$ cat config.mk
export PLATFORM = sky130hd
export DESIGN_NAME = if_stage_flat
export DESIGN_NICKNAME = d
export VERILOG_FILES = /design/src/rtl/if_stage_if.sv /design/src/rtl/if_stage.sv /design/src/flat_wrapper.sv
export SDC_FILE = /design/constraint.sdc
export NUM_CORES = 1
export LEC_CHECK = 0
export CAP_MARGIN = 10
export CORE_MARGIN = 2
export CORE_UTILIZATION = 45
export DETAILED_ROUTE_END_ITERATION = 7
export PLACE_DENSITY = 0.83
export SYNTH_ARGS = -nofsm -noshare
export SYNTH_HDL_FRONTEND = slang
export SYNTH_SLANG_ARGS = --single-unit
$ cat constraint.sdc
create_clock -name i_clk -period 4.1 [get_ports i_clk]
set_input_delay 0.82 -clock i_clk [delete_from_list [all_inputs] [get_ports i_clk]]
set_output_delay 0.82 -clock i_clk [all_outputs]
set_load 0.02 [all_outputs]
$ cat src/rtl/if_stage_if.sv
// Handshake/bus bundle between the fetch stage and its neighbours:
// hazard/redirect controls, instruction memory port and the IF/ID outputs.
interface if_stage_if;
   logic        i_stall;
   logic        i_flush;
   logic        i_redirect;
   logic [31:0] i_redirect_target;
   logic        i_trap_taken;
   logic [31:0] i_trap_target;
   logic [31:0] o_imem_adr;
   logic [31:0] i_imem_instr;
   logic [31:0] o_id_instr;
   logic [31:0] o_id_pc;
   logic [31:0] o_id_pc_plus4;
   logic        o_id_valid;
   logic        o_id_misalign;

   modport master (
      input  i_stall, i_flush, i_redirect, i_redirect_target,
      input  i_trap_taken, i_trap_target, i_imem_instr,
      output o_imem_adr, o_id_instr, o_id_pc, o_id_pc_plus4,
      output o_id_valid, o_id_misalign
   );

   modport slave (
      output i_stall, i_flush, i_redirect, i_redirect_target,
      output i_trap_taken, i_trap_target, i_imem_instr,
      input  o_imem_adr, o_id_instr, o_id_pc, o_id_pc_plus4,
      input  o_id_valid, o_id_misalign
   );
endinterface

$ cat src/rtl/if_stage.sv
// Instruction fetch stage: PC, imem address and IF/ID register.
// IF_MISALIGN_TRAP_EN adds misaligned-PC detection and the RUN/MIS_WAIT FSM.
module if_stage #(
   parameter logic [31:0] RESET_PC  = 32'h0000_0000,
   parameter logic [31:0] NOP_INSTR = 32'h0000_0013
) (
   input logic      i_clk,
   input logic      i_rst,
   if_stage_if.master bus
);
   logic [31:0] pc;
   logic [31:0] pc_plus4;
   logic [31:0] trap_tgt;
   logic [31:0] redir_tgt;
   logic        redir;
   logic        mis_det;
   logic        mis_wait;
   logic        kill;

   logic [31:0] id_instr;
   logic [31:0] id_pc;
   logic [31:0] id_pc4;
   logic        id_valid;

   assign pc_plus4       = pc + 32'd4;
   assign bus.o_imem_adr = pc;

`ifdef IF_MISALIGN_TRAP_EN
   localparam logic [0:0] RUN      = 1'b0;
   localparam logic [0:0] MIS_WAIT = 1'b1;

   logic [0:0] state;
   logic       id_mis;

   assign trap_tgt  = bus.i_trap_target;
   assign redir_tgt = bus.i_redirect_target;
   assign mis_wait  = (state == MIS_WAIT);
   // The pending exception is older than any EX redirect.
   assign redir     = bus.i_redirect && !mis_wait;
   assign mis_det   = !mis_wait && (pc[1:0] != 2'b00) && !bus.i_stall;

   always_ff @(posedge i_clk) begin
      if (i_rst) begin
         state  <= RUN;
         id_mis <= 1'b0;
      end else begin
         if (bus.i_trap_taken || redir)
            state <= RUN;
         else if (mis_det && !bus.i_flush)
            state <= MIS_WAIT;

         if (kill)
            id_mis <= 1'b0;
         else if (!bus.i_stall)
            id_mis <= mis_det;
      end
   end

   assign bus.o_id_misalign = id_mis;
`else
   assign trap_tgt  = bus.i_trap_target & ~32'h3;
   assign redir_tgt = bus.i_redirect_target & ~32'h3;
   assign redir     = bus.i_redirect;
   assign mis_det   = 1'b0;
   assign mis_wait  = 1'b0;

   assign bus.o_id_misalign = 1'b0;
`endif

   assign kill = bus.i_flush || bus.i_trap_taken || redir;

   always_ff @(posedge i_clk) begin
      if (i_rst)
         pc <= RESET_PC;
      else if (bus.i_trap_taken)
         pc <= trap_tgt;
      else if (redir)
         pc <= redir_tgt;
      else if (!(bus.i_stall || mis_wait || mis_det))
         pc <= pc_plus4;
   end

   always_ff @(posedge i_clk) begin
      if (i_rst || kill) begin
         id_instr <= NOP_INSTR;
         id_pc    <= 32'd0;
         id_pc4   <= 32'd0;
         id_valid <= 1'b0;
      end else if (bus.i_stall) begin
         id_instr <= id_instr;
      end else if (mis_wait) begin
         id_instr <= NOP_INSTR;
         id_pc    <= 32'd0;
         id_pc4   <= 32'd0;
         id_valid <= 1'b0;
      end else begin
         id_instr <= mis_det ? NOP_INSTR : bus.i_imem_instr;
         id_pc    <= pc;
         id_pc4   <= pc_plus4;
         id_valid <= 1'b1;
      end
   end

   assign bus.o_id_instr    = id_instr;
   assign bus.o_id_pc       = id_pc;
   assign bus.o_id_pc_plus4 = id_pc4;
   assign bus.o_id_valid    = id_valid;
endmodule

$ cat src/flat_wrapper.sv
// flat-port wrapper written by rule: the top's interface ports become plain ports
module if_stage_flat 
#(
   parameter logic [31:0] RESET_PC  = 32'h0000_0000,
   parameter logic [31:0] NOP_INSTR = 32'h0000_0013
)
  (i_clk, i_rst, bus_i_stall, bus_i_flush, bus_i_redirect, bus_i_redirect_target, bus_i_trap_taken, bus_i_trap_target, bus_i_imem_instr, bus_o_imem_adr, bus_o_id_instr, bus_o_id_pc, bus_o_id_pc_plus4, bus_o_id_valid, bus_o_id_misalign);
  if_stage_if bus_i ();
  input logic i_clk;
  input logic i_rst;
  input wire logic [$bits(bus_i.i_stall)-1:0] bus_i_stall;
  input wire logic [$bits(bus_i.i_flush)-1:0] bus_i_flush;
  input wire logic [$bits(bus_i.i_redirect)-1:0] bus_i_redirect;
  input wire logic [$bits(bus_i.i_redirect_target)-1:0] bus_i_redirect_target;
  input wire logic [$bits(bus_i.i_trap_taken)-1:0] bus_i_trap_taken;
  input wire logic [$bits(bus_i.i_trap_target)-1:0] bus_i_trap_target;
  input wire logic [$bits(bus_i.i_imem_instr)-1:0] bus_i_imem_instr;
  output wire logic [$bits(bus_i.o_imem_adr)-1:0] bus_o_imem_adr;
  output wire logic [$bits(bus_i.o_id_instr)-1:0] bus_o_id_instr;
  output wire logic [$bits(bus_i.o_id_pc)-1:0] bus_o_id_pc;
  output wire logic [$bits(bus_i.o_id_pc_plus4)-1:0] bus_o_id_pc_plus4;
  output wire logic [$bits(bus_i.o_id_valid)-1:0] bus_o_id_valid;
  output wire logic [$bits(bus_i.o_id_misalign)-1:0] bus_o_id_misalign;
  assign bus_i.i_stall = bus_i_stall;
  assign bus_i.i_flush = bus_i_flush;
  assign bus_i.i_redirect = bus_i_redirect;
  assign bus_i.i_redirect_target = bus_i_redirect_target;
  assign bus_i.i_trap_taken = bus_i_trap_taken;
  assign bus_i.i_trap_target = bus_i_trap_target;
  assign bus_i.i_imem_instr = bus_i_imem_instr;
  assign bus_o_imem_adr = bus_i.o_imem_adr;
  assign bus_o_id_instr = bus_i.o_id_instr;
  assign bus_o_id_pc = bus_i.o_id_pc;
  assign bus_o_id_pc_plus4 = bus_i.o_id_pc_plus4;
  assign bus_o_id_valid = bus_i.o_id_valid;
  assign bus_o_id_misalign = bus_i.o_id_misalign;
  if_stage #(.RESET_PC(RESET_PC), .NOP_INSTR(NOP_INSTR)) u_core (.i_clk(i_clk), .i_rst(i_rst), .bus(bus_i));
endmodule
==> impl_metrics.env <==
export IMPL_yosys_warnings=0
export IMPL_tritoncts_num_sinks=123
export IMPL_wl_per_cell_microns=18.7
export IMPL_boundaryPins=232
export IMPL_synthToLayoutAreaGrowth_pct=51.2
export IMPL_dp_worst_setup_slack_ns=0.656
export IMPL_report_final_setup_viol=0
export IMPL_finalNetCount=957
export IMPL_layout_worst_path_cycle_share_pct=76.4
export IMPL_vdd_ir_drop_worst_v=0.000223
export IMPL_crit_required_ns=4.41
export IMPL_largest_net_degree_at_the_start_of_global_routing=56
export IMPL_maxCapViolCount=0
export IMPL_final_layout_size_suffix_gt1_share_pct=7.05
export IMPL_worstSetupStartpoint="bus_i_trap_taken"
export IMPL_drt_vias_per_instance=5.62
export IMPL_syn_avg_cell_area_sq_um=8.74
export IMPL_yosysSeqAreaShare_pct=43.2
export IMPL_min_path_type="reg -> reg"
export IMPL_reg2reg_from="u_core.bus.o_imem_adr[8]"
export IMPL_yosys_most_used_dff="sky130_fd_sc_hd__dfxtp_1"
export IMPL_port_buffer_count=220
export IMPL_final_core_util_pct=69.1
export IMPL_post_route_skew_ns=0.00909
export IMPL_endpoint_kind="flop"
export IMPL_synth_top_cell_area_share_pct=43.2
export IMPL_cp_data_arrival_time_ns=3.45
export IMPL_startpoint_type="primary input"
export IMPL_cts_buffers=17
export IMPL_clock_latency_ns=0.42
export IMPL_post_synth_top_area_cell="sky130_fd_sc_hd__dfxtp_1"
export IMPL_die_footprint_sq_um=13600
export IMPL_grt_pass1_wl_microns=29500
export IMPL_post_synth_top_count_cell="sky130_fd_sc_hd__dfxtp_1"
export IMPL_netlist_area_sq_um=5700
export IMPL_synth_ff_latch_count=123
export IMPL_dominant_cells_by_area_after_synthesis="sky130_fd_sc_hd__dfxtp_1 (43%), sky130_fd_sc_hd__mux2i_1 (12%), sky130_fd_sc_hd__nor2_1 (6.3%), sky130_fd_sc_hd__a21oi_1 (4.4%), sky130_fd_sc_hd__o21ai_0 (3.4%)"
export IMPL_netlist_instances=652
export IMPL_hold_path_depth=2
export IMPL_regToRegSetupSlack_ns=1.76
export IMPL_static_leakage_power_nw=3.34
export IMPL_worst_slew_margin_rel_pct=42.0
export IMPL_hpwl_microns=13600
export IMPL_initial_core_util_pct=45.7
export IMPL_rr_worst_depth=5
export IMPL_antenna_found_initial=0
export IMPL_ctsLongestPathBuffers=2
export IMPL_cts_root_buffer="sky130_fd_sc_hd__clkbuf_16"
export IMPL_crit_path_end="u_core.bus.o_imem_adr[7]"
export IMPL_fill_cells=981
export IMPL_worst_setup_hold_path_clk_slew_ns=0.05
export IMPL_period_needed_ns=3.13
export IMPL_cts_post_setup_buffers_inserted=0
export IMPL_gp_congestion=0.913
export IMPL_grt_overflow=0
export IMPL_drc_errors=0
export IMPL_drt_first_iter_violations=353
export IMPL_n_antenna_cell=0
export IMPL_cts_tree="built"
export IMPL_first_pass_iters=4
export IMPL_hold_buffers=0
export IMPL_drt_total_wl_microns=19400
export IMPL_ctsHtreeMaxLevel=4
export IMPL_vias=5830
export IMPL_synth_async_reset_ratio_pct=0
export IMPL_crit_fanout=23
export IMPL_finalSetupTns_ns=0
export IMPL_final_hold_viol_count=0
export IMPL_groute_usage_overall_pct=28.3
export IMPL_die_width_microns=117
export IMPL_slew_violations=0
export IMPL_vias_in_the_first_global_route=5928
export IMPL_worst_flop_to_flop_path_endpoint="u_core.bus.o_imem_adr[15]"
export IMPL_outcome="finished, final reports clean"
export IMPL_rows=41
export IMPL_ys_top_cells_by_count="sky130_fd_sc_hd__dfxtp_1 (123), sky130_fd_sc_hd__nor2_1 (95), sky130_fd_sc_hd__mux2i_1 (68)"
export IMPL_post_route_worst_setup_slack_ns=0.969
export IMPL_coreArea_sq_um=12500
export IMPL_final_antenna_net_count=0
export IMPL_crit_type="in -> reg"
export IMPL_tightest_slew_ns=0.869
export IMPL_die_height_microns=117
export IMPL_synthDistinctLibCells=59
export IMPL_cellPowerDensity_nw_per_um2=384
export IMPL_max_freq_mhz=319
export IMPL_grt_setup_unrepaired="false"
export IMPL_count_of_flip_flops_with_a_built_in_enable_after_synthesis=0
export IMPL_post_cts_resized=0
[registers in the layout, summed over array words and instances, names as in the netlist]
name,flops
u_core.bus.o_id_valid,1
u_core.bus.o_id_pc_plus4,30
u_core.bus.o_id_instr,32
u_core.bus.o_imem_adr,30
u_core.bus.o_id_pc,30
[cells by family after synthesis]
| group | Yosys count | share of synthesized area, % |
|---|---|---|
| and+or+nand+nor | 217 | 19.0 |
| other | 1 | 0.0658 |
| adders and majority gates | 1 | 0.220 |
| muxes | 70 | 12.3 |
| DFF | 123 | 43.2 |
| buffers and inverters | 66 | 5.03 |
| xor gates and xnor gates | 32 | 4.92 |
| AOI/OAI and AO/OA | 142 | 15.2 |
[layout by cell type, fill, tap and decap left out, types with 3 or more instances in the layout]
| cell | netlist | final |
|---|---|---|
| sky130_fd_sc_hd__nor2_1 | 95 | 94 |
| sky130_fd_sc_hd__nand3_1 | 21 | 21 |
| sky130_fd_sc_hd__clkbuf_8 | 0 | 4 |
| sky130_fd_sc_hd__mux2i_1 | 68 | 68 |
| sky130_fd_sc_hd__clkinv_2 | 0 | 4 |
| sky130_fd_sc_hd__a211oi_1 | 7 | 7 |
| sky130_fd_sc_hd__buf_4 | 7 | 15 |
| sky130_fd_sc_hd__o211a_1 | 4 | 4 |
| sky130_fd_sc_hd__nor2b_1 | 3 | 3 |
| sky130_fd_sc_hd__conb_1 | 1 | 7 |
| sky130_fd_sc_hd__a21oi_1 | 50 | 50 |
| sky130_fd_sc_hd__or3_1 | 5 | 5 |
| sky130_fd_sc_hd__o21ai_0 | 39 | 39 |
| sky130_fd_sc_hd__clkdlybuf4s50_1 | 0 | 219 |
| sky130_fd_sc_hd__o211ai_1 | 5 | 5 |
| sky130_fd_sc_hd__and3_1 | 6 | 6 |
| sky130_fd_sc_hd__nor4_1 | 7 | 7 |
| sky130_fd_sc_hd__nand2_1 | 41 | 41 |
| sky130_fd_sc_hd__xor2_1 | 21 | 21 |
| sky130_fd_sc_hd__inv_1 | 8 | 8 |
| sky130_fd_sc_hd__nand4_1 | 9 | 9 |
| sky130_fd_sc_hd__xnor2_1 | 11 | 11 |
| sky130_fd_sc_hd__nor3_1 | 10 | 10 |
| sky130_fd_sc_hd__a221oi_1 | 3 | 3 |
| sky130_fd_sc_hd__clkbuf_16 | 0 | 17 |
| sky130_fd_sc_hd__o22ai_1 | 10 | 10 |
| sky130_fd_sc_hd__a22oi_1 | 6 | 6 |
| sky130_fd_sc_hd__bufinv_16 | 0 | 4 |
| sky130_fd_sc_hd__dfxtp_1 | 123 | 123 |
[cell type report]
type / instances / area (sq um) / share of cell area [%]
Multi-Input combinational cell: 469 / 2980 / 34.5
Clock inverter: 8 / 140 / 1.63
Sequential cell: 123 / 2460 / 28.6
Clock buffer: 22 / 484 / 5.62
Tap cell: 172 / 215 / 2.50
Inverter: 9 / 33.8 / 0.392
Timing Repair Buffer: 234 / 2300 / 26.7
[per-layer routing]
layer	share of wire [%]	vias to the layer above	routed length (microns)	track usage (%)
met3	11	57	2120	9.60
met2	48	360	9370	47.3
met5	0	-	0	0
met1	38	2713	7340	32.3
met4	2.9	0	569	14.4
li1	-	2700	-	-
[critical path: stages]
cell	delay (ns)
sky130_fd_sc_hd__clkdlybuf4s50_1	0.68
sky130_fd_sc_hd__inv_1	0.78
sky130_fd_sc_hd__nand2_1	0.64
sky130_fd_sc_hd__nor2_1	0.23
sky130_fd_sc_hd__nor4_1	0.07
sky130_fd_sc_hd__a32o_1	0.22
[how the worst min path moves through the flow]
stage,start,to,slack (ns)
5_1_grt,u_core.bus.o_id_pc[9],u_core.bus.o_id_pc[9],0.49
3_3_place_gp,u_core.bus.o_id_valid,u_core.bus.o_id_valid,0.44
2_1_floorplan,u_core.bus.o_id_valid,u_core.bus.o_id_valid,0.53
4_1_cts,u_core.bus.o_id_pc[9],u_core.bus.o_id_pc[9],0.47
3_5_place_dp,u_core.bus.o_id_pc[9],u_core.bus.o_id_pc[9],0.46
6_report,u_core.bus.o_id_pc[9],u_core.bus.o_id_pc[9],0.46
[through the flow]
stage	power [mW]	instances	hold WS (ns)	instance area, sq um
after global routing	3.42	1037	0.492	8620
final	3.31	1037	0.463	8620
after detailed placement	1.74	1007	0.459	7990
after global placement	1.73	1007	0.437	7990
after CTS	3.32	1037	0.467	8620
after floorplan	1.52	658	0.526	5720
[where the power goes]
part	switching (mW)	internal [mW]
Combinational	0.212	0.220
Clock	0.521	1.07
Sequential	0.0623	1.23
Total	0.795	2.52
Note: power is estimated with default switching activity, not from simulation.
